## src/rtl/booth_pp_accum_pkg.sv

```systemverilog
// Shared types and constants for the multi-cycle radix-4 Booth partial-product accumulator.
// Imported by the interface, the pair adder and the top level.
package booth_pp_accum_pkg;

  localparam int NUM_PP      = 8;
  localparam int PP_W        = 32;
  localparam int PP_PER_STEP = 2;
  localparam int ACC_STEPS   = NUM_PP / PP_PER_STEP;
  localparam int STEP_W      = 2;
  localparam int SHIFT_W     = 5;

  localparam logic [STEP_W-1:0] LAST_STEP = STEP_W'(ACC_STEPS - 1);

  typedef logic [PP_W-1:0] pp_t;

  typedef enum logic [1:0] {
    IDLE = 2'd0,
    ACC  = 2'd1,
    DONE = 2'd2
  } state_t;

endpackage

```

## src/rtl/booth_pp_accum_if.sv

```systemverilog
// Partial-product input bus and product output bus, each with a valid/ready handshake.
// master = producer/consumer side, slave = accumulator side.
interface booth_pp_accum_if;
  import booth_pp_accum_pkg::*;

  logic in_valid;
  logic in_ready;
  pp_t  pp_0;
  pp_t  pp_1;
  pp_t  pp_2;
  pp_t  pp_3;
  pp_t  pp_4;
  pp_t  pp_5;
  pp_t  pp_6;
  pp_t  pp_7;
  logic out_valid;
  logic out_ready;
  pp_t  out_data;

  modport master (
    output in_valid, pp_0, pp_1, pp_2, pp_3, pp_4, pp_5, pp_6, pp_7, out_ready,
    input  in_ready, out_valid, out_data
  );

  modport slave (
    input  in_valid, pp_0, pp_1, pp_2, pp_3, pp_4, pp_5, pp_6, pp_7, out_ready,
    output in_ready, out_valid, out_data
  );

endinterface

```

## src/rtl/booth_pp_accum_pp_pair_add.sv

```systemverilog
// Combinational step adder: folds one even/odd partial-product pair into the accumulator.
// Pair k=2*step lands at weight 4^(2*step) = 2^(4*step); its odd partner sits two bits higher.
module booth_pp_accum_pp_pair_add
  import booth_pp_accum_pkg::*;
(
  input  pp_t               acc,
  input  pp_t               pp_even,
  input  pp_t               pp_odd,
  input  logic [STEP_W-1:0] step,
  output pp_t               sum
);

  logic [SHIFT_W-1:0] shift_even;
  logic [SHIFT_W-1:0] shift_odd;

  always_comb begin
    shift_even = {1'b0, step, 2'b00};
    shift_odd  = shift_even + SHIFT_W'(2);
  end

  // Bits pushed past bit 31 and the final carry are dropped: modulo-2^32 sum.
  assign sum = acc + (pp_even << shift_even) + (pp_odd << shift_odd);

endmodule

```

## src/rtl/booth_pp_accum.sv

```systemverilog
// Captures eight Booth partial products, sums them two per cycle over four cycles,
// then holds the 32-bit product on a valid/ready output until accepted.
module booth_pp_accum
  import booth_pp_accum_pkg::*;
(
  input logic             clk,
  input logic             rst,
  booth_pp_accum_if.slave bus
);

  state_t            state_reg;
  logic [STEP_W-1:0] step_reg;
  pp_t               acc_reg;
  pp_t               pp_reg [NUM_PP];
  logic              in_ready_reg;
  logic              out_valid_reg;

  pp_t  pp_in [NUM_PP];
  pp_t  pp_even;
  pp_t  pp_odd;
  pp_t  acc_next;
  logic accept;

  assign pp_in[0] = bus.pp_0;
  assign pp_in[1] = bus.pp_1;
  assign pp_in[2] = bus.pp_2;
  assign pp_in[3] = bus.pp_3;
  assign pp_in[4] = bus.pp_4;
  assign pp_in[5] = bus.pp_5;
  assign pp_in[6] = bus.pp_6;
  assign pp_in[7] = bus.pp_7;

  // in_ready_reg is high exactly in IDLE, so this is the IDLE-state accept.
  assign accept = bus.in_valid && in_ready_reg;

  generate
    for (genvar gi = 0; gi < NUM_PP; gi++) begin : g_capture
      always_ff @(posedge clk) begin
        if (rst) begin
          pp_reg[gi] <= '0;
        end else if (accept) begin
          pp_reg[gi] <= pp_in[gi];
        end
      end
    end
  endgenerate

  always_comb begin
    pp_even = pp_reg[{step_reg, 1'b0}];
    pp_odd  = pp_reg[{step_reg, 1'b1}];
  end

  booth_pp_accum_pp_pair_add u_pp_pair_add (
    .acc     (acc_reg),
    .pp_even (pp_even),
    .pp_odd  (pp_odd),
    .step    (step_reg),
    .sum     (acc_next)
  );

  always_ff @(posedge clk) begin
    if (rst) begin
      state_reg     <= IDLE;
      step_reg      <= '0;
      acc_reg       <= '0;
      in_ready_reg  <= 1'b1;
      out_valid_reg <= 1'b0;
    end else begin
      case (state_reg)
        IDLE: begin
          if (accept) begin
            acc_reg      <= '0;
            step_reg     <= '0;
            in_ready_reg <= 1'b0;
            state_reg    <= ACC;
          end
        end
        ACC: begin
          acc_reg  <= acc_next;
          step_reg <= step_reg + STEP_W'(1);
          if (step_reg == LAST_STEP) begin
            out_valid_reg <= 1'b1;
            state_reg     <= DONE;
          end
        end
        DONE: begin
          if (bus.out_ready) begin
            out_valid_reg <= 1'b0;
            in_ready_reg  <= 1'b1;
            state_reg     <= IDLE;
          end
        end
        default: begin
          step_reg      <= '0;
          in_ready_reg  <= 1'b1;
          out_valid_reg <= 1'b0;
          state_reg     <= IDLE;
        end
      endcase
    end
  end

  assign bus.in_ready  = in_ready_reg;
  assign bus.out_valid = out_valid_reg;
  assign bus.out_data  = acc_reg;

endmodule
```

## src/flat_wrapper.sv

```systemverilog
// flat-port wrapper written by rule: the top's interface ports become plain ports
module booth_pp_accum_flat import booth_pp_accum_pkg::*;
  (clk, rst, bus_in_valid, bus_pp_0, bus_pp_1, bus_pp_2, bus_pp_3, bus_pp_4, bus_pp_5, bus_pp_6, bus_pp_7, bus_out_ready, bus_in_ready, bus_out_valid, bus_out_data);
  booth_pp_accum_if bus_i ();
  input logic clk;
  input logic rst;
  input wire logic [$bits(bus_i.in_valid)-1:0] bus_in_valid;
  input wire logic [$bits(bus_i.pp_0)-1:0] bus_pp_0;
  input wire logic [$bits(bus_i.pp_1)-1:0] bus_pp_1;
  input wire logic [$bits(bus_i.pp_2)-1:0] bus_pp_2;
  input wire logic [$bits(bus_i.pp_3)-1:0] bus_pp_3;
  input wire logic [$bits(bus_i.pp_4)-1:0] bus_pp_4;
  input wire logic [$bits(bus_i.pp_5)-1:0] bus_pp_5;
  input wire logic [$bits(bus_i.pp_6)-1:0] bus_pp_6;
  input wire logic [$bits(bus_i.pp_7)-1:0] bus_pp_7;
  input wire logic [$bits(bus_i.out_ready)-1:0] bus_out_ready;
  output wire logic [$bits(bus_i.in_ready)-1:0] bus_in_ready;
  output wire logic [$bits(bus_i.out_valid)-1:0] bus_out_valid;
  output wire logic [$bits(bus_i.out_data)-1:0] bus_out_data;
  assign bus_i.in_valid = bus_in_valid;
  assign bus_i.pp_0 = bus_pp_0;
  assign bus_i.pp_1 = bus_pp_1;
  assign bus_i.pp_2 = bus_pp_2;
  assign bus_i.pp_3 = bus_pp_3;
  assign bus_i.pp_4 = bus_pp_4;
  assign bus_i.pp_5 = bus_pp_5;
  assign bus_i.pp_6 = bus_pp_6;
  assign bus_i.pp_7 = bus_pp_7;
  assign bus_i.out_ready = bus_out_ready;
  assign bus_in_ready = bus_i.in_ready;
  assign bus_out_valid = bus_i.out_valid;
  assign bus_out_data = bus_i.out_data;
  booth_pp_accum u_core (.clk(clk), .rst(rst), .bus(bus_i));
endmodule
```

## config.mk

```make
export PLATFORM = sky130hd
export DESIGN_NAME = booth_pp_accum_flat
export DESIGN_NICKNAME = d
export VERILOG_FILES = /design/src/rtl/booth_pp_accum_pkg.sv /design/src/rtl/booth_pp_accum_if.sv /design/src/rtl/booth_pp_accum_pp_pair_add.sv /design/src/rtl/booth_pp_accum.sv /design/src/flat_wrapper.sv
export SDC_FILE = /design/constraint.sdc
export NUM_CORES = 1
export LEC_CHECK = 0
export CAP_MARGIN = 5
export CELL_PAD_IN_SITES_DETAIL_PLACEMENT = 0
export CELL_PAD_IN_SITES_GLOBAL_PLACEMENT = 1
export CORE_MARGIN = 3
export CORE_UTILIZATION = 29
export DETAILED_ROUTE_END_ITERATION = 6
export PLACE_DENSITY = 0.63
export SLEW_MARGIN = 10
export SYNTH_ARGS = -nofsm -noshare
export SYNTH_HDL_FRONTEND = slang
export SYNTH_SLANG_ARGS = --single-unit
```

## constraint.sdc

```tcl
create_clock -name clk -period 14.1 [get_ports clk]
set_input_delay 2.115 -clock clk [delete_from_list [all_inputs] [get_ports clk]]
set_output_delay 2.115 -clock clk [all_outputs]
set_load 0.02 [all_outputs]
```

---- Yosys cells after proc, flatten, opt, wreduce, memory -nomap -nowiden ----
Memory sizes are Yosys's and may differ from the RTL's. A register that Yosys moved wholly into a read port is not among the register bits.
Cells that the tools add are included.
Widths: inputs -> output; s select.
word-level totals
  register bits ........................... 38
  memory bits (writable) .................. 256
  input port bits ......................... 260
  output and inout port bits .............. 34
  word-level logic and storage cells ...... 68
  memories ................................ 1
operators by class
  add/subtract/negate cells ............... 4
  eq/ne operators ......................... 6
  shift-type cells ........................ 2
  mux-type cells .......................... 31
  bitwise logic cells ..................... 11
  reductions and logical operators ........ 8
memory list
  name           words  bits a word  rd ports  clocked after Yosys merged registers in  wr ports  RTL line              RTL
  u_core.pp_reg  8      32           2         2                                        8         booth_pp_accum.sv:14  pp_t pp_reg [NUM_PP];
operator list
  cell                 count
  $mux 32              9
  $add 32x32->32       2
  $pmux 32 s2          1
  $shl 32x4->32        1
  $shl 32x5->32        1
  $mux 3               4
  $pmux 2 s3           2
  $mux 1               9
  $reduce_and 3->1     3
  $mux 2               4
  $or 1x1->1           8
  $pmux 1 s3           2
  $add 4x2->5 const B  1
  $eq 2x2->1 const B   2
  $ne 2x1->1 const B   2
  $reduce_and 2->1     2
  $not 1->1            3
  $add 2x1->2 const B  1
  $eq 2x1->1 const B   1
  $logic_not 2->1      1
  $ne 2x2->1 const B   1
  $reduce_bool 2->1    1
  $logic_and 1x1->1    1

---- Logic depth before layout (Yosys ltp) ----
  depth after elaboration ................. 5
  mapped depth ............................ 18
  mapped depth without buffers ............ 15

---- Hierarchy ----
From an unflattened synthesis, not the netlist that was laid out.
unflattened totals
  cell total of the unflattened synthesis .. 1130
  area, all modules ....................... 16001.6 um^2
modules (own cells, without submodules)
  module                      instances  cells each  area an instance (um^2)  seq. area each (um^2)
  booth_pp_accum              1          727         12520.8                  8488.1
  booth_pp_accum_pp_pair_add  1          403         3480.8                   0.0

---- Worst setup path after synthesis ----
OpenSTA, ideal clock, no wires.
  path type ............................... input port to flip-flop
  start ................................... input port rst
  end ..................................... memory u_core.pp_reg[0][0] (netlist name) (enable)
  setup time .............................. 0.654 ns
  arrival time ............................ 8.318 ns
  data required time ...................... 13.446 ns
  path slack .............................. 5.128 ns
  cell stages on the path ................. 2
  path buffers ............................ 1
  path through ............................ clkbuf_1 > nand2b_1
RTL lines
  what                RTL line              RTL
  start: declaration  flat_wrapper.sv:6     input logic rst;
  end: declaration    booth_pp_accum.sv:14

==> Flow_metrics.wiki <==
{| class="wikitable"
! Metric !! Value
|-
| Total via count after detailed routing || slightly below 10000
|-
| Crit Reg-Reg Endpoint || u_core.bus.out_data[31]
|-
| Count of endpoints failing hold in the final timing report || 0
|-
| Clock slew at the register clock pins of the worst setup and hold paths || 60 ps
|-
| Endpoint class of the critical path || flop
|-
| Worst hold path class || flop to flop
|-
| Fraction of final layout cells with drive strength greater than 1 || between 10% and 20%
|-
| Initial antenna violation count || 9
|-
| Setup repair after global routing missed its margin || no
|-
| Switching pwr || around 780 uW
|-
| Clock latency reported for the late side of the worst-skew pair || roughly 530 ps
|-
| Worst relative slew slack || 28.5%
|-
| Reg area || approximately 8300 um^2
|-
| Critical setup path kind || flop to flop
|-
| R2r setup slk || roughly 8600 ps
|-
| Required time of the critical path || 14490 ps
|-
| Synthesized net count || approximately 1500
|-
| Top-level port count || ~290
|-
| CTS hold repair buffers || 0
|-
| CTS Root Cell || sky130_fd_sc_hd__clkbuf_16
|-
| Total global routing overflow || 0
|-
| Count of antenna-violating nets left after detailed routing || 0
|-
| Post-route DRC || 0
|-
| Horizontal extent of the die || 236 um
|-
| Final Routed Wirelength || around 43000 um
|-
| Post-cts repair resize count || 0
|-
| Switch share || between 20% and 30%
|-
| Maximum fanout along the worst path || 37
|-
| Starting density of the core || between 20% and 30%
|-
| Result of the run || complete, no violations
|-
| TritonCTS Sinks || around 290
|-
| Leakage power of the design || around 0.0074 uW
|-
| GP Congestion || 0.816
|-
| Clock network power share || around a third
|-
| Via count normalized by instance count || between 4 and 5
|-
| Via count of the first global-routing pass || between 10000 and 15000
|-
| Worst IR drop on VDD || ~0.057 mV
|-
| Sequential element share of the synthesized area || between 50% and 60%
|-
| Post-Syn Area || about 15000 um^2
|-
| Count of unique library cells instantiated by Yosys || 52
|-
| Max-slew violation total from the final report || 0
|-
| Post-Place Setup Slack || ~8400 ps
|-
| Post-synth EDFFs || 248
|-
| Synthesized flop and latch total || 288
|-
| Comb pwr share || a little over a quarter
|-
| Max FFs per register || approximately 250
|-
| Height of the die || 236 um
|-
| Combined area of the multi-input logic cells || 6670 um^2
|-
| Total power consumption of the routed design || around 2600 uW
|-
| Buffer count from post-CTS setup fixing || 0
|-
| Final worst-path cycle share || a little under 40%
|-
| Min-Delay Startpoint || u_core.bus.out_data[31]
|-
| Min-Delay Endpoint || u_core.bus.out_data[31]
|-
| CTS HTree Levels || 2
|-
| Cell depth of the worst flop-to-flop path || 15
|-
| Tmin final || between 5000 and 6000 ps
|-
| Post-synthesis async set-or-reset flop share || 0%
|-
| Total number of yosys warnings || 0
|-
| Area growth, synth to finish || 30.1%
|-
| Setup-failing EPs final || 0
|-
| Clock tree from TritonCTS || built
|-
| Dominant synthesized flop cell || sky130_fd_sc_hd__edfxtp_1
|-
| Cells on Worst Hold Path || 2
|-
| Crit path arrival time || 5910 ps
|-
| Gate count of the mapped netlist || about 1200
|-
| CORE AREA || a little over 50000 um^2
|-
| Wire length of the first global-routing pass || about 64000 um
|-
| Number of violations reported at the end of detailed-routing iteration 0 || between 600 and 700
|-
| Peak Freq || roughly 0.18 GHz
|-
| Final-layout setup total negative slack || 0 ps
|-
| Wire length per cell || between 15 and 20 um
|-
| Maximum number of pins on one net before global-route repair || ~140
|-
| Final worst slack || about 8600 ps
|-
| Drt pass-1 iters || 5
|-
| Maximum buffer depth of the clock tree || 3
|-
| Seq pwr share || between 40% and 50%
|-
| Number of maximum-capacitance constraint violations || 0
|-
| Combined global-route utilization of all metal layers || approximately 15%
|-
| Transition time at the pin with the least slew margin || 1070 ps
|-
| FILL cells || between 5000 and 6000
|-
| Die Area || about 56000 um^2
|-
| Startpoint class of the critical path || flop
|-
| Half-perimeter wire length of the detailed placement result || between 30000 and 40000 um
|-
| Largest clock skew in the final design || ~13 ps
|-
| Buffers on Ports || 285
|-
| Power density over cell area || ~130 nW/um^2
|-
| Fin nets || 1764
|-
| CTS Buf Count || 34
|-
| Avg Synthesized Cell Area || ~13 um^2
|-
| Internal power || 1840 uW
|-
| Row cnt || 83
|-
| Worst Hold Slack || between 400 and 500 ps
|}
-- worst max path at each step --
| stage | startpoint | end | depth (start not counted) |
|---|---|---|---|
| 4_1_cts | flop | u_core.bus.out_data[31] | 15 |
| 5_1_grt | flop | u_core.bus.out_data[31] | 15 |
| 3_3_place_gp | flop | u_core.bus.out_data[31] | 15 |
| 3_5_place_dp | rst | u_core.pp_reg[1][5] | 5 |
| 2_1_floorplan | rst | u_core.pp_reg[0][0] | 2 |
| 6_report | flop | u_core.bus.out_data[31] | 15 |
-- power by group through the flow --
stage	Sequential, uW	Combinational [uW]	Clock, uW
finish	1060	718	838
CTS	1060	725	871
detailed placement	1080	721	0
global route	1070	796	902
floorplan	1090	464	0
global placement	1080	719	0
-- metrics by stage --
| step | area, um^2 | utilization [%] | instances |
|---|---|---|---|
| 4_1_cts | 19900 | 38.5 | 2147 |
| 2_1_floorplan | 15300 | - | 1179 |
| 3_3_place_gp | 18800 | 36.4 | 2085 |
| 3_5_place_dp | 18800 | 36.4 | 2085 |
| 5_1_grt | 19900 | 38.5 | 2147 |
| 6_report | 19900 | 38.5 | 2151 |
-- cells by family (layout without fill, tap and decap cells) --
| family | count (synthesis) | after routing | synth area share (%) |
|---|---|---|---|
| simple gates | 421 | 421 | 15.2 |
| buf+inv | 99 | 387 | 2.60 |
| xor+xnor | 28 | 28 | 1.65 |
| flops | 288 | 288 | 53.9 |
| fa+ha+maj | 63 | 63 | 6.62 |
| mux | 126 | 126 | 13.5 |
| other cells | 0 | 4 | 0 |
| compound gates | 154 | 154 | 6.53 |
-- Yosys cell counts (all sizes together), types with 2 or more instances --
cell	n	area share [%]
and2	252	10
edfxtp	248	49
mux4	62	9.1
nor2	62	1.5
nand2	58	1.4
a21oi	50	1.8
clkbuf	50	1.2
o21ai	48	1.6
mux2i	47	3.1
dfxtp	40	5.2
ha	33	2.7
fa	30	3.9
inv	29	0.71
buf	20	0.66
xnor2	18	1.1
mux2	17	1.3
a22oi	15	0.74
xor2	10	0.57
or2	9	0.37
a21o	8	0.39
nand3	8	0.26
nor2b	7	0.29
nand4	6	0.25
nor3b	6	0.29
nor3	5	0.16
a2111oi	4	0.56
a211oi	4	0.20
nand2b	4	0.16
o211ai	4	0.20
a31oi	3	0.12
o21bai	3	0.15
o31ai	3	0.18
a22o	2	0.11
a41oi	2	0.11
nand3b	2	0.098
-- layer usage --
| layer | vias up | global-route usage (%) | wire length (um) |
|---|---|---|---|
| met2 | 221 | 25.3 | 20800 |
| met4 | 10 | 3.43 | 638 |
| met5 | - | 0 | 61 |
| met1 | 4705 | 20.0 | 18800 |
| li1 | 4802 | - | - |
| met3 | 48 | 3.91 | 2500 |
-- layout by cell type, fill, tap and decap left out, types with 7 or more instances in the layout --
| master | n |
|---|---|
| sky130_fd_sc_hd__mux2_2 | 17 |
| sky130_fd_sc_hd__inv_1 | 29 |
| sky130_fd_sc_hd__edfxtp_1 | 248 |
| sky130_fd_sc_hd__a22oi_1 | 15 |
| sky130_fd_sc_hd__nor2_1 | 60 |
| sky130_fd_sc_hd__ha_1 | 33 |
| sky130_fd_sc_hd__nand3_1 | 8 |
| sky130_fd_sc_hd__buf_4 | 11 |
| sky130_fd_sc_hd__fa_1 | 30 |
| sky130_fd_sc_hd__o21ai_1 | 9 |
| sky130_fd_sc_hd__and2_1 | 252 |
| sky130_fd_sc_hd__a21o_1 | 8 |
| sky130_fd_sc_hd__or2_2 | 9 |
| sky130_fd_sc_hd__xor2_1 | 10 |
| sky130_fd_sc_hd__xnor2_1 | 17 |
| sky130_fd_sc_hd__a21oi_1 | 45 |
| sky130_fd_sc_hd__clkbuf_1 | 7 |
| sky130_fd_sc_hd__o21ai_0 | 39 |
| sky130_fd_sc_hd__clkinv_2 | 10 |
| sky130_fd_sc_hd__nand2_1 | 58 |
| sky130_fd_sc_hd__dfxtp_1 | 36 |
| sky130_fd_sc_hd__mux4_2 | 62 |
| sky130_fd_sc_hd__mux2i_1 | 47 |
| sky130_fd_sc_hd__clkbuf_16 | 38 |
| sky130_fd_sc_hd__nor2b_1 | 7 |
| sky130_fd_sc_hd__clkdlybuf4s50_1 | 285 |
-- critical path: stages (launching register included) --
cell and delay (ps):
sky130_fd_sc_hd__dfxtp_4 850, sky130_fd_sc_hd__buf_4 610, sky130_fd_sc_hd__mux4_2 630, sky130_fd_sc_hd__mux2_2 300
sky130_fd_sc_hd__nor2_1 110, sky130_fd_sc_hd__a21oi_1 80, sky130_fd_sc_hd__fa_1 500, sky130_fd_sc_hd__ha_1 400
sky130_fd_sc_hd__a2111oi_4 430, sky130_fd_sc_hd__nand3b_1 150, sky130_fd_sc_hd__a2111oi_2 410, sky130_fd_sc_hd__a21oi_1 170
sky130_fd_sc_hd__a21oi_2 310, sky130_fd_sc_hd__o311ai_1 170, sky130_fd_sc_hd__xnor2_1 150, sky130_fd_sc_hd__o21ai_1 70
-- layout make-up --
class	instances	share of cell area (%)
antenna	4	0.0503
clock buffer	46	4.98
clock inverter	16	0.409
inverter	29	0.547
multi-input combinational	792	33.5
sequential	288	41.5
tap	680	4.27
timing repair buffer	296	14.7
No activity file was read; power rests on OpenSTA's default activity.
